File: src/rtl/seq_detect_ctrl.sv
// Run controller for the serial pattern detector: programmable pattern,
// arm/disarm, match counting against a target, timeout, status reporting.
module seq_detect_ctrl #(
  parameter int PAT_W = 8,
  parameter int CNT_W = 8,
  parameter int TO_W  = 16
) (
  input  logic             clk,
  input  logic             reset,
  input  logic             cfg_valid,
  output logic             cfg_ready,
  input  logic [PAT_W-1:0] cfg_pattern,
  input  logic [3:0]       cfg_len,
  input  logic             cfg_overlap,
  input  logic [CNT_W-1:0] cfg_target,
  input  logic [TO_W-1:0]  cfg_timeout,
  input  logic             start,
  input  logic             abort,
  input  logic             in_valid,
  input  logic             in,
  output logic             match,
  output logic [CNT_W-1:0] match_count,
  output logic             done,
  output logic             timed_out,
  output logic             busy,
  output logic [1:0]       state
);
  localparam int LEN_W = $clog2(PAT_W + 1);

  typedef enum logic [1:0] {IDLE = 2'b00, RUN = 2'b01, DONE = 2'b10} state_t;

  typedef struct packed {
    logic [PAT_W-1:0] pattern;
    logic [LEN_W-1:0] len;
    logic             overlap;
    logic [CNT_W-1:0] target;
    logic [TO_W-1:0]  timeout;
  } cfg_t;

  localparam cfg_t CFG_RST = '{pattern: PAT_W'(2), len: LEN_W'(4), overlap: 1'b1,
                               target: '0, timeout: '0};

  state_t           st, st_nx;
  cfg_t             cfg_q, run_q, cfg_in;
  logic [PAT_W-2:0] hist;
  logic [LEN_W-1:0] bits_seen;
  logic [TO_W-1:0]  timer;
  logic [PAT_W-1:0] win, mask;
  logic             cfg_fire, run_entry, hit, tgt_hit, to_hit;
  logic             match_d, done_d, to_d;
  logic [CNT_W-1:0] cnt_d;

  assign cfg_ready = (st != RUN);
  assign busy      = (st == RUN);
  assign state     = st;
  assign cfg_fire  = cfg_valid && cfg_ready;
  assign run_entry = (st != RUN) && start;

  // Length 0 or beyond the pattern register means "use the full width".
  always_comb begin
    cfg_in.pattern = cfg_pattern;
    cfg_in.len     = (cfg_len == 4'd0 || int'(cfg_len) > PAT_W) ? LEN_W'(PAT_W) : LEN_W'(cfg_len);
    cfg_in.overlap = cfg_overlap;
    cfg_in.target  = cfg_target;
    cfg_in.timeout = cfg_timeout;
  end

  // Newest bit sits at bit 0; the oldest bit of the window lines up with pattern[len-1].
  assign win     = {hist, in};
  assign mask    = ~({PAT_W{1'b1}} << run_q.len);
  assign hit     = (st == RUN) && in_valid && (bits_seen >= run_q.len - LEN_W'(1)) &&
                   (((win ^ run_q.pattern) & mask) == '0);
  assign tgt_hit = hit && (run_q.target != '0) && (match_count + CNT_W'(1) == run_q.target);
  assign to_hit  = (run_q.timeout != '0) && (timer == run_q.timeout - TO_W'(1));

  always_ff @(posedge clk or posedge reset) begin
    if (reset) st <= IDLE;
    else       st <= st_nx;
  end

  always_comb begin
    st_nx = st;
    case (st)
      IDLE, DONE: if (start) st_nx = RUN;
      RUN: begin
        if (abort)                  st_nx = IDLE;
        else if (tgt_hit || to_hit) st_nx = DONE;
      end
      default: st_nx = IDLE;
    endcase
  end

  // Abort wins over everything, so a completing bit in the abort cycle is dropped.
  always_comb begin
    match_d = 1'b0;
    cnt_d   = match_count;
    done_d  = done;
    to_d    = timed_out;
    case (st)
      IDLE, DONE: begin
        if (start) begin
          cnt_d  = '0;
          done_d = 1'b0;
          to_d   = 1'b0;
        end
      end
      RUN: begin
        if (!abort) begin
          if (hit) begin
            match_d = 1'b1;
            if (match_count != '1) cnt_d = match_count + CNT_W'(1);
          end
          if (tgt_hit) begin
            done_d = 1'b1;
          end else if (to_hit) begin
            done_d = 1'b1;
            to_d   = 1'b1;
          end
        end
      end
      default: ;
    endcase
  end

  // run_q snapshots the config at start so a same-edge cfg write only affects later runs.
  always_ff @(posedge clk or posedge reset) begin
    if (reset) begin
      match       <= 1'b0;
      match_count <= '0;
      done        <= 1'b0;
      timed_out   <= 1'b0;
      cfg_q       <= CFG_RST;
      run_q       <= CFG_RST;
      hist        <= '0;
      bits_seen   <= '0;
      timer       <= '0;
    end else begin
      match       <= match_d;
      match_count <= cnt_d;
      done        <= done_d;
      timed_out   <= to_d;
      if (cfg_fire) cfg_q <= cfg_in;
      if (run_entry) begin
        run_q     <= cfg_q;
        hist      <= '0;
        bits_seen <= '0;
        timer     <= '0;
      end else if (st == RUN) begin
        timer <= timer + TO_W'(1);
        if (in_valid) begin
          if (hit && !run_q.overlap) begin
            hist      <= '0;
            bits_seen <= '0;
          end else begin
            hist <= win[PAT_W-2:0];
            if (bits_seen != LEN_W'(PAT_W)) bits_seen <= bits_seen + LEN_W'(1);
          end
        end
      end
    end
  end
endmodule

File: config.mk
export PLATFORM = sky130hd
export DESIGN_NAME = seq_detect_ctrl
export DESIGN_NICKNAME = d
export VERILOG_FILES = /design/src/rtl/seq_detect_ctrl.sv
export SDC_FILE = /design/constraint.sdc
export NUM_CORES = 1
export LEC_CHECK = 0
export ABC_AREA = 1
export BUFFER_PORTS_ARGS = -buffer_cell sky130_fd_sc_hd__buf_2
export CORE_UTILIZATION = 54
export DETAILED_ROUTE_END_ITERATION = 8
export PLACE_DENSITY = 0.74
export SLEW_MARGIN = 10
export SYNTH_ARGS = -nofsm -noshare
export SYNTH_HDL_FRONTEND = slang
export SYNTH_SLANG_ARGS = --single-unit
export TNS_END_PERCENT = 1
File: constraint.sdc
create_clock -name clk -period 3.9 [get_ports clk]
set_input_delay 0.78 -clock clk [delete_from_list [all_inputs] [get_ports clk]]
set_output_delay 0.78 -clock clk [all_outputs]
set_load 0.01 [all_outputs]
**After elaboration in Yosys (flattened, before gate mapping)**

Index checks and enable logic that the tools add are counted.

- Flip-flop bits (word level): 114
- Output and inout port bits: 15

- $add $sub $neg: 5
- Equality and inequality tests: 15
- Shifts and indexed selects: 1
- Reductions and logical operators: 28
- $lt $le $gt $ge: 2
- Multiplexer cells: 32
- Bitwise gates (word level): 3

Operator list:

| cell | number |
|---|---|
| 16-bit 2-to-1 mux | 2 |
| 8-bit 2-to-1 mux | 4 |
| 7-bit 2-to-1 mux | 4 |
| 4-bit 2-to-1 mux | 6 |
| 16-bit by 1-bit adder with 16-bit output, second input constant | 1 |
| 16-bit == test | 1 |
| 8-bit one-hot mux with 2 select lines | 1 |
| 16-bit nonzero test | 1 |
| 16-bit by 1-bit subtractor with 16-bit output, second input constant | 1 |
| 5-bit AND reduction | 2 |
| 1-bit logical AND | 9 |
| 1-bit 2-to-1 mux | 9 |
| 8-bit by 1-bit adder with 8-bit output, second input constant | 1 |
| 8-bit bitwise AND | 1 |
| 8-bit == test | 1 |
| 8-bit zero test | 1 |
| 2-bit by 1-bit inequality test with 1-bit output, second input constant | 4 |
| 8-bit inequality test, second input constant | 1 |
| 8-bit NOT | 1 |
| 8-bit nonzero test | 1 |
| 8-bit by 4-bit left shift with 8-bit output, first input constant | 1 |
| 8-bit bitwise XOR | 1 |
| 2-bit 2-to-1 mux | 3 |
| 2-bit inequality test, second input constant | 3 |
| other kinds (21) | 26 |

**Logic depth before layout (Yosys ltp)**

Gate-level depths: netlist of run 1.

- Depth in word-level cells: 11
- Mapped depth: 17

**Least setup slack after synthesis of run 1**

OpenSTA, ideal clock, no wires.

- Path kind: register to register
- Start point: register run_q[27] (netlist name)
- End point: register match_count[7]
- Library setup time: 0.076 ns
- Setup slack: 1.743 ns
- Data arrival time: 2.080 ns
- Period minus slack after synthesis: 2.157 ns
- Data required time: 3.824 ns
- Stages on the path, launching flop included: 15
- Path through: dfstp_2 > inv_1 > ha_1 > ha_1 > nand2_1 > inv_1 > nand2_1 > nand3_1 > nand2_1 > nor2_2 > o21ai_2 > a21boi_4 > buf_6 > nand3_1 > o21ai_1

- Word-level cells in the longest chain between the ends: 7
- Elaborated cells on any way between the ends: 10
- Those cells by class: add/sub (1); order compare (1); eq/ne (1); shift (1); bitwise (2); reduce/logical (4)

Ends and longest elaborated chain:

| element | line | source |
|---|---|---|
| from (decl) | 44 | `cfg_t cfg_q, run_q, cfg_in;` |
| from (signal assigned) | 144 | `run_q <= cfg_q;` |
| branches (longest 4 deep; another with 4-bit by 1-bit subtractor with 4-bit output) | - |  |
| 1-bit logical AND (*) | 71 | `assign hit = (st == RUN) && in_valid && (bits_seen >= run_q.len - LEN_W'(1)) &&` |
| 2-bit by 1-bit inequality test with 1-bit output (no line) (*) | - |  |
| 5-bit AND reduction (no line) (*) | - |  |
| to (signal assigned) | 139 | `match_count <= cnt_d;` |
| to (decl) | 22 | `output logic [CNT_W-1:0] match_count,` |

Every way passes the cells marked *.
A chain may end at the register's enable or synchronous reset.

**Worst setup path in the final report of run 1**

- Start point: register run_q[25] (netlist name)
- End point: register match_count[0]

Same word-level chain as after synthesis.

==> metrics.cfg, run 1 <==
[status]
status=completed

[yosys]
seq_area_frac_synth_pct=46.9
avgSynthCellArea_um2=7.53
synth_area_um2=6100
synthCells=810
synth_seq_cells=114
syn_nets=868
synth_cell_type_count=39
ys_warn_count=0

[grt]
grtUsageMet2_pct=46.9
grt_use_met3_pct=6.03
grt_use_total_pct=27.7
grtUsageMet1_pct=34.4
first_global_vias=5228
antenna_found_initial=0
grt_max_degree=64
grt_pass1_wl_mm=24.6
busiest_layer=met2
grt-ovfl-total=0

[min_path]
worstHoldPathType=input pin to async pin

[sta]
layout_min_cycle_time_ns=2.60
hold_viol_final=0
finClkSkew_ns=0.00596
tns_ns=0
setup_viol_count_final=0
tightest_slew_ns=0.997
fmax_mhz=385
slew_headroom_pct=33.1
maxSlewViolCount=0
rsz0062_at_grt=false
fin_crit_sh_pct=66.6

[floorplan]
fp.dieH_um=108
start_util_pct=55.8
fp-row-count=38
coreArea_um2=10900
die_w_um=108
io_pins=59
die-area_um2=11700

[cts]
post_cts_resized=0
cts_max_level=4
numCtsBuffers=17
clkSinkCount=114
root_buffer=clkbuf_16
worst_skew_pair.late_latency_ns=0.41
clk_path_buf_depth=2
cts_tree=yes
cts_hold_buf=0
clk_pin_slew_ns=0.05
post_cts_buffers=0

[final_layout]
area_growth_pct=16.3
drive_gt1_share_pct=13.9
fillers=947
layout.cells.non_filler=1027
nNetsFinal=932
antennaDiodeCount=0

[critical_path]
startpoint=run_q[25]$_DFFE_PP0P_
cp-start-kind=flop
r2r-start=run_q[25]$_DFFE_PP0P_
worstPathArrival_ns=2.89
path_cells=inv_1 > ha_1 > ha_1 > ha_1 > nand2_1 > inv_1 > nand2_1 > nand3_1 > nand2_1 > nor2_2 > o21ai_2 > a21boi_4 > o21ai_0 > o21a_1
crit_type=flop to flop
crit_slowest_cell=a21boi_4
cpPeakStageDelay_ns=0.36
critPathRequiredTime_ns=4.19
critPathMaxFanout=16
endpoint_kind=flop

[routing]
drc=0
vias=5327
dr.pass1.iters=7
first_iter_violations=341
viasPerCell=5.19
ant_nets=0
post_drt_wl_per_cell_um=14.4
wirelength_mm=14.8

[power]
ir_drop_mv=0.330
p_leak_nw=3.73
p_per_area_nw_per_um2=612

[job]
drv_cap=0

[placement]
io_buffers=58
dpl.cell_count=995
finalWeightedCongestion=0.910
dp_hpwl_mm=10.8

## cell type report
cell class	instances	area (um2)	share of cell area (%)
Inverter	90	340	4.80
Tap cell	140	175	2.47
Multi-Input combinational cell	589	2830	39.9
Clock inverter	10	83.8	1.18
Sequential cell	114	2860	40.3
Clock buffer	22	474	6.68
Timing Repair Buffer	62	333	4.69
## routing by layer
metal | part of all wire (%) | up-vias | routed length [um]
met3 | 4.1 | 23 | 604
li1 | - | 2696 | -
met2 | 50 | 111 | 7440
met4 | 2.1 | 0 | 315
met5 | 0 | - | 0
met1 | 43 | 2497 | 6410
## worst max-delay path, delay by kind of cell, from the launching register on
family	cells	cell delay [ns]
AOI/OAI and AO/OA	4	0.75
adders and majority gates	3	0.83
buffers and inverters	2	0.14
DFF	1	0.35
and+or+nand+nor	5	0.39
## layout by cell type (no fill, tap or decap), types with 8 or more instances in the layout
cell type  Yosys  routed
nand2_1      317     317
dfrtp_1      108     108
inv_1         83      82
nor2_1        58      58
buf_2          1      58
nand3_1       53      53
o21ai_0       52      52
nand4_1       17      17
clkbuf_16      0      17
xor2_1        15      15
ha_1          14      14
nand3b_1      10      10
o22ai_1        8       8
## where the power goes
group / internal, mW / switching [mW]
Combinational: 0.449 / 0.777
Clock: 0.918 / 0.531
Sequential: 1.43 / 0.235
## worst paths after layout
| check | to | slack [ns] | cells past startpoint |
|---|---|---|---|
| worst max-delay path | match_count[0]$_DFFE_PP0P_ | 1.30 | 14 |
| worst min-delay path | run_q[2]$_DFFE_PP0P_ | 0.45 | 2 |
| worst max register to register | match_count[0]$_DFFE_PP0P_ | 1.30 | 14 |
| worst min register to register | cfg_q[30]$_DFFE_PP1P_ | 0.47 | 2 |
| max in group asynchronous | run_q[30]$_DFFE_PP1P_ | 2.65 | 3 |
| min in group clk | cfg_q[30]$_DFFE_PP1P_ | 0.47 | 2 |
## synthesized netlist by cell type
master    count  area (um2)
a21boi_2      1        11.3
a21boi_4      1        18.8
a21oi_1       6        30.0
a22o_1        1        8.76
buf_1         6        22.5
buf_2         1        5.00
buf_6         1        11.3
clkbuf_1      9        33.8
clkinv_1      1        3.75
dfrtp_1     108        2700
dfstp_2       6         158
ha_1         14         175
inv_1        83         312
inv_2         6        22.5
mux2i_1       1        10.0
nand2_1     317        1190
nand2_2       1        6.26
nand3_1      53         265
nand3_2       1        10.0
nand3b_1     10        75.1
nand4_1      17         106
nor2_1       58         218
nor2_2        5        31.3
nor2_4        2        22.5
nor2_8        1        20.0
nor3_1        4        20.0
nor3_2        2        20.0
nor3b_1       1        7.51
nor4_1        1        6.26
nor4_4        1        21.3
o21a_1        1        7.51
o21ai_0      52         260
o21ai_1       4        20.0
o21ai_2       1        8.76
o22ai_1       8        50.1
or2_0         2        12.5
or2_2         2        12.5
xnor2_1       6        52.6
xor2_1       15         131
## state kept, by name (all words and copies together), names as in the netlist
name / cells
bits_seen: 4
cfg_q: 37
done: 1
hist: 7
match: 1
match_count: 8
run_q: 37
state: 2
timed_out: 1
timer: 16
## cells by family after synthesis
group	count (synthesis)	share of synthesized area, %
fa+ha+maj	14	2.87
mux	1	0.164
buf+inv	107	6.73
xor+xnor	21	3.02
simple gates	478	33.5
flops	114	46.9
compound gates	75	6.81
## per-stage QoR
step	hold WS [ns]	utilization (%)	area, um2	setup slack [ns]	power (mW)
2_1_floorplan	0.448	-	6100	0.114	2.55
3_3_place_gp	0.459	59.8	6540	1.44	2.87
3_5_place_dp	0.460	59.8	6540	1.34	2.90
4_1_cts	0.470	64.9	7100	1.31	4.36
5_1_grt	0.479	64.9	7100	1.06	4.63
6_report	0.452	64.9	7100	1.30	4.34
(Power assumes the default switching activity.)
==> run 2: changes to the inputs <==
CORE_UTILIZATION = 60   (was 54)
PLACE_DENSITY = 0.78   (was 0.74)
clock period = 2.4 ns   (was 3.9 ns; I/O delays follow)
==> metrics.cfg, run 2 (synthesized netlist as in run 1, its figures left out) <==
[critical_path]
crit_slowest_cell=dfstp_2
crit_type=flop to flop
path_cells=nor2_2 > nand2_1 > xor2_1 > inv_1 > ha_4 > nand2_1 > inv_1 > nand2_1 > nand3_2 > nand2_2 > nor2_4 > o21ai_2 > a21boi_4 > o21ai_0 > o21a_1
critPathMaxFanout=5
path_delay_family=compound AO/OA/AOI/OAI gates
cp_common_cell=nand2_1
r2r-start=run_q[27]$_DFFE_PP1P_
regToRegSetupSlack_ns=0.08
r2r_end=match_count[0]$_DFFE_PP0P_
critPathRequiredTime_ns=2.80
worst-path-buf-inv=2
reg2reg_depth=15
cp-endpoint=match_count[0]$_DFFE_PP0P_
endpoint_kind=flop
cpPeakStageDelay_ns=0.57
worstPathArrival_ns=2.72
path_depth=15
cp-start-kind=flop
startpoint=run_q[27]$_DFFE_PP1P_

[sta]
fin_crit_sh_pct=96.6
setup_viol_count_final=0
tightest_slew_ns=0.483
layout_min_cycle_time_ns=2.32
slew_headroom_pct=67.5
finClkSkew_ns=0.00645
maxSlewViolCount=0
hold_viol_final=0
rsz0062_at_grt=true
worst_slack_ns=0.0806
fmax_mhz=431

[floorplan]
coreArea_um2=9820
die_w_um=103
fp-row-count=36
die-area_um2=10600
io_pins=59
start_util_pct=62.1
fp.dieH_um=103

[final_layout]
area_growth_pct=19.9
drive_gt1_share_pct=16.2
final-seq-area_um2=2860
reg_top3=cfg_q: 37 flops, run_q: 37 flops, timer: 16 flops
layout_common_cells=316 x nand2_1, 108 x dfrtp_1, 79 x inv_1, 58 x buf_2, 55 x nor2_1
antennaDiodeCount=0
nNetsFinal=942
fillers=762
multi_input_area_um2=2900
post-route-util_pct=74.5
final_common_cell=nand2_1

[routing]
viasPerCell=5.44
first_iter_violations=355
vias=5601
post_drt_wl_per_cell_um=14.6
wirelength_mm=15.0
dr.pass1.iters=6
ant_nets=0
drc=0

[power]
p_leak_nw=3.81
ir_drop_mv=0.691
p_per_area_nw_per_um2=1010

[grt]
grt-ovfl-total=0
grtUsageMet2_pct=50.9
busiest_layer=met2
grt_use_met3_pct=6.85
grt_use_total_pct=30.9
antenna_found_initial=1
first_global_vias=5456
grt_pass1_wl_mm=24.8
grt_max_degree=76
grtUsageMet1_pct=39.6

[placement]
dp_worst_setup_slack_ns=0.0300
dp_hpwl_mm=10.3
finalWeightedCongestion=0.901
io_buffers=58

[status]
status=completed

[cts]
cts_tree=yes
cts_max_level=4
clk_pin_slew_ns=0.06
cts_hold_buf=0
worst_skew_pair.late_latency_ns=0.52
root_buffer=clkbuf_8
clkSinkCount=114
clk_path_buf_depth=2
numCtsBuffers=17

[min_path]
worstHoldPathType=input pin to async pin

[job]
drv_cap=0

run 2: changes by cell type in the layout (fill, tap and decap cells not counted), moves of 4 or more:
cell     delta
o21ai_1     +5
buf_4       +6
o21ai_0     -5
ha_1        -4
ha_4        +4
run 2: worst register-to-register path, cell delays in order (launching register included):
cell and delay, ns:
dfstp_2 0.57, nor2_2 0.06, nand2_1 0.08, xor2_1 0.14, inv_1 0.08, ha_4 0.27
nand2_1 0.04, inv_1 0.05, nand2_1 0.05, nand3_2 0.06, nand2_2 0.07, nor2_4 0.12
o21ai_2 0.09, a21boi_4 0.23, o21ai_0 0.16, o21a_1 0.13
run 2: worst min-delay path by stage:
| stage | start | end | slack [ns] | cells after the start |
|---|---|---|---|---|
| floorplan | cfg_q[24]$_DFFE_PP1P_ | cfg_q[24]$_DFFE_PP1P_ | 0.45 | 2 |
| global placement | cfg_q[24]$_DFFE_PP1P_ | cfg_q[24]$_DFFE_PP1P_ | 0.46 | 2 |
| detailed placement | cfg_q[30]$_DFFE_PP1P_ | cfg_q[30]$_DFFE_PP1P_ | 0.46 | 2 |
| CTS | reset | run_q[2]$_DFFE_PP0P_ | 0.08 | 3 |
| global route | reset | run_q[2]$_DFFE_PP0P_ | 0.09 | 3 |
| finish | reset | run_q[2]$_DFFE_PP0P_ | 0.06 | 3 |
run 2: layout make-up:
class / count / area share [%]
Multi-Input combinational cell: 589 / 39.6
Clock buffer: 20 / 6.09
Inverter: 90 / 4.67
Sequential cell: 114 / 39.1
Clock inverter: 11 / 1.88
Tap cell: 133 / 2.28
Timing Repair Buffer: 72 / 6.33
run 2: metal layers:
layer / wire length, um / part of all wire [%]
met3: 1020 / 6.8
met2: 7420 / 49
met4: 313 / 2.1
met5: 13 / 0.087
met1: 6240 / 42
run 2: where the power goes:
group	switching (mW)	total (mW)	internal, mW
clock	0.875	2.49	1.62
sequential	0.382	2.71	2.33
combinational	1.35	2.19	0.842
total	2.61	7.40	4.79
run 2: through the flow:
| step | setup TNS (ns) | power (mW) | hold WS (ns) | instance area, um2 | instances |
|---|---|---|---|---|---|
| floorplan | 0 | 4.14 | 0.448 | 6100 | 810 |
| global placement | 0 | 4.64 | 0.455 | 6610 | 994 |
| detailed placement | 0 | 4.73 | 0.458 | 6610 | 994 |
| CTS | 0 | 7.25 | 0.0847 | 7200 | 1025 |
| global route | -0.385 | 7.86 | 0.0895 | 7310 | 1029 |
| finish | 0 | 7.40 | 0.0587 | 7310 | 1029 |
run 2: what timing repair did:
action / 4_1_cts / 5_1_grt
setup endpoints to repair: 0 / 22
setup buffers: 0 / 3
gates resized for setup: 0 / 19
==> run 3: changes to the inputs <==
CORE_UTILIZATION = 43   (was 60)
PLACE_DENSITY = 0.58   (was 0.78)
==> metrics.cfg, run 3 (synthesized netlist as in run 1, its figures left out) <==
[status]
status=completed

[final_layout]
fillers=1368
antennaDiodeCount=0
drive_gt1_share_pct=16.0
layout.cells.non_filler=1074
nNetsFinal=939
reg_top3=cfg_q: 37 flops, run_q: 37 flops, timer: 16 flops
stdcell_area_um2=7310
area_growth_pct=19.8
final_common_cell=nand2_1
layout_common_cells=315 x nand2_1, 108 x dfrtp_1, 80 x inv_1, 58 x buf_2, 56 x nor2_1
post-route-util_pct=52.7

[critical_path]
worst-path-buf-inv=2
path_cells=inv_1 > ha_4 > ha_4 > nand4_1 > nand3_2 > nand2_2 > nor2_4 > o21ai_4 > a21boi_4 > clkbuf_16 > o21ai_0
critPathMaxFanout=7
cp-start-kind=flop
reg2reg_depth=11
regToRegSetupSlack_ns=0.1
r2r-start=run_q[27]$_DFFE_PP1P_
worstPathArrival_ns=2.60
critPathRequiredTime_ns=2.70
cp_common_cell=ha_4
crit_slowest_cell=dfstp_2
cpPeakStageDelay_ns=0.56
path_delay_family=flip-flops
endpoint_kind=flop
crit_type=flop to flop
r2r_end=match_count[5]$_DFFE_PP0P_

[power]
intPower_mw=4.59
pwr-share-seq_pct=37.2
p_clk_share_pct=33.1
pwr-share-comb_pct=29.7
p_leak_nw=3.77
p_switching_mw=2.66
power_mw=7.25
switching_share_pct=36.7
p_per_area_nw_per_um2=991
ir_drop_mv=0.511

[placement]
dpl.cell_count=1040
place_area_um2=6640
dp_worst_setup_slack_ns=0.0453
io_buffers=58
finalWeightedCongestion=0.947
dp_hpwl_mm=10.6

[floorplan]
start_util_pct=43.9
die_w_um=121
io_pins=59
fp.dieH_um=121
die-area_um2=14700
fp-row-count=43
coreArea_um2=13900

[sta]
slew_headroom_pct=59.3
fin_crit_sh_pct=96.0
worst_slack_ns=0.0957
tns_ns=0
layout_min_cycle_time_ns=2.30
fmax_mhz=434
setup_viol_count_final=0
rsz0062_at_grt=true
tightest_slew_ns=0.610
finClkSkew_ns=0.00713
maxSlewViolCount=0
hold_slack_ns=0.230
hold_viol_final=0

[cts]
root_buffer=clkbuf_16
cts_tree=yes
numCtsBuffers=17
clk_pin_slew_ns=0.06
worst_skew_pair.late_latency_ns=0.42
cts_max_level=4
clk_path_buf_depth=2
clkSinkCount=114

[routing]
vias=5298
drc=0
ant_nets=0
dr.pass1.iters=4
post_drt_wl_per_cell_um=13.8
viasPerCell=4.93
wirelength_mm=14.8
first_iter_violations=317

[min_path]
worstHoldPathType=input pin to async pin

[grt]
first_global_vias=5217
grt_pass1_wl_mm=24.9
grt_use_total_pct=22.1
grt-ovfl-total=0
antenna_found_initial=0
grt_max_degree=115

[job]
drv_cap=0

[run 3: cell count changes in the layout (fill, tap and decap cells not counted), sizes merged]
cell and delta:
buf -3, bufinv -2, clkbuf -3, clkinv +2, inv +4
[run 3: power by group through the flow]
stage / registers (mW) / clock network, mW / logic (mW)
detailed placement: 2.73 / 0 / 2.02
global route: 2.76 / 2.54 / 2.48
floorplan: 2.63 / 0 / 1.52
CTS: 2.70 / 2.45 / 2.04
global placement: 2.72 / 0 / 1.99
finish: 2.70 / 2.40 / 2.15
[run 3: metal layers]
layer | vias to the layer above | share of wire (%) | global-route usage (%)
met5 | - | 0 | 0
met4 | 0 | 1.4 | 7.72
met3 | 15 | 4.2 | 5.17
met2 | 108 | 49 | 36.9
met1 | 2460 | 45 | 28.0
li1 | 2715 | - | -
[run 3: final cells by class]
cell class | instances | area (um2) | area share (%)
multi-input cells | 589 | 2910 | 39.8
clock buffers | 17 | 425 | 5.82
clock inverters | 15 | 134 | 1.83
repair buffers | 69 | 415 | 5.68
flip-flops and latches | 114 | 2860 | 39.1
inverters | 90 | 342 | 4.67
well taps | 180 | 225 | 3.08
[run 3: what timing repair did]
item	CTS	global route
hold buffers	0	0
gates resized for setup	0	15
endpoints found under the setup margin	0	22
setup buffers	0	1
[run 3: how the worst max path moves through the flow]
stage,from,endpoint,slack [ns],cells past startpoint
global placement,run_q[27]$_DFFE_PP1P_,match_count[2]$_DFFE_PP0P_,0.13,14
detailed placement,run_q[27]$_DFFE_PP1P_,match_count[3]$_DFFE_PP0P_,0.05,14
finish,run_q[27]$_DFFE_PP1P_,match_count[5]$_DFFE_PP0P_,0.1,11
global route,run_q[27]$_DFFE_PP1P_,match_count[3]$_DFFE_PP0P_,-0.08,12
floorplan,run_q[27]$_DFFE_PP1P_,match_count[7]$_DFFE_PP0P_,0.24,14
CTS,run_q[27]$_DFFE_PP1P_,match_count[5]$_DFFE_PP0P_,0.03,14
[run 3: worst register-to-register path, delay by kind of cell (launching register included)]
kind,cells,cell delay [ns]
flops,1,0.56
fa+ha+maj,2,0.54
simple gates,4,0.39
compound gates,3,0.39
buf+inv,2,0.30
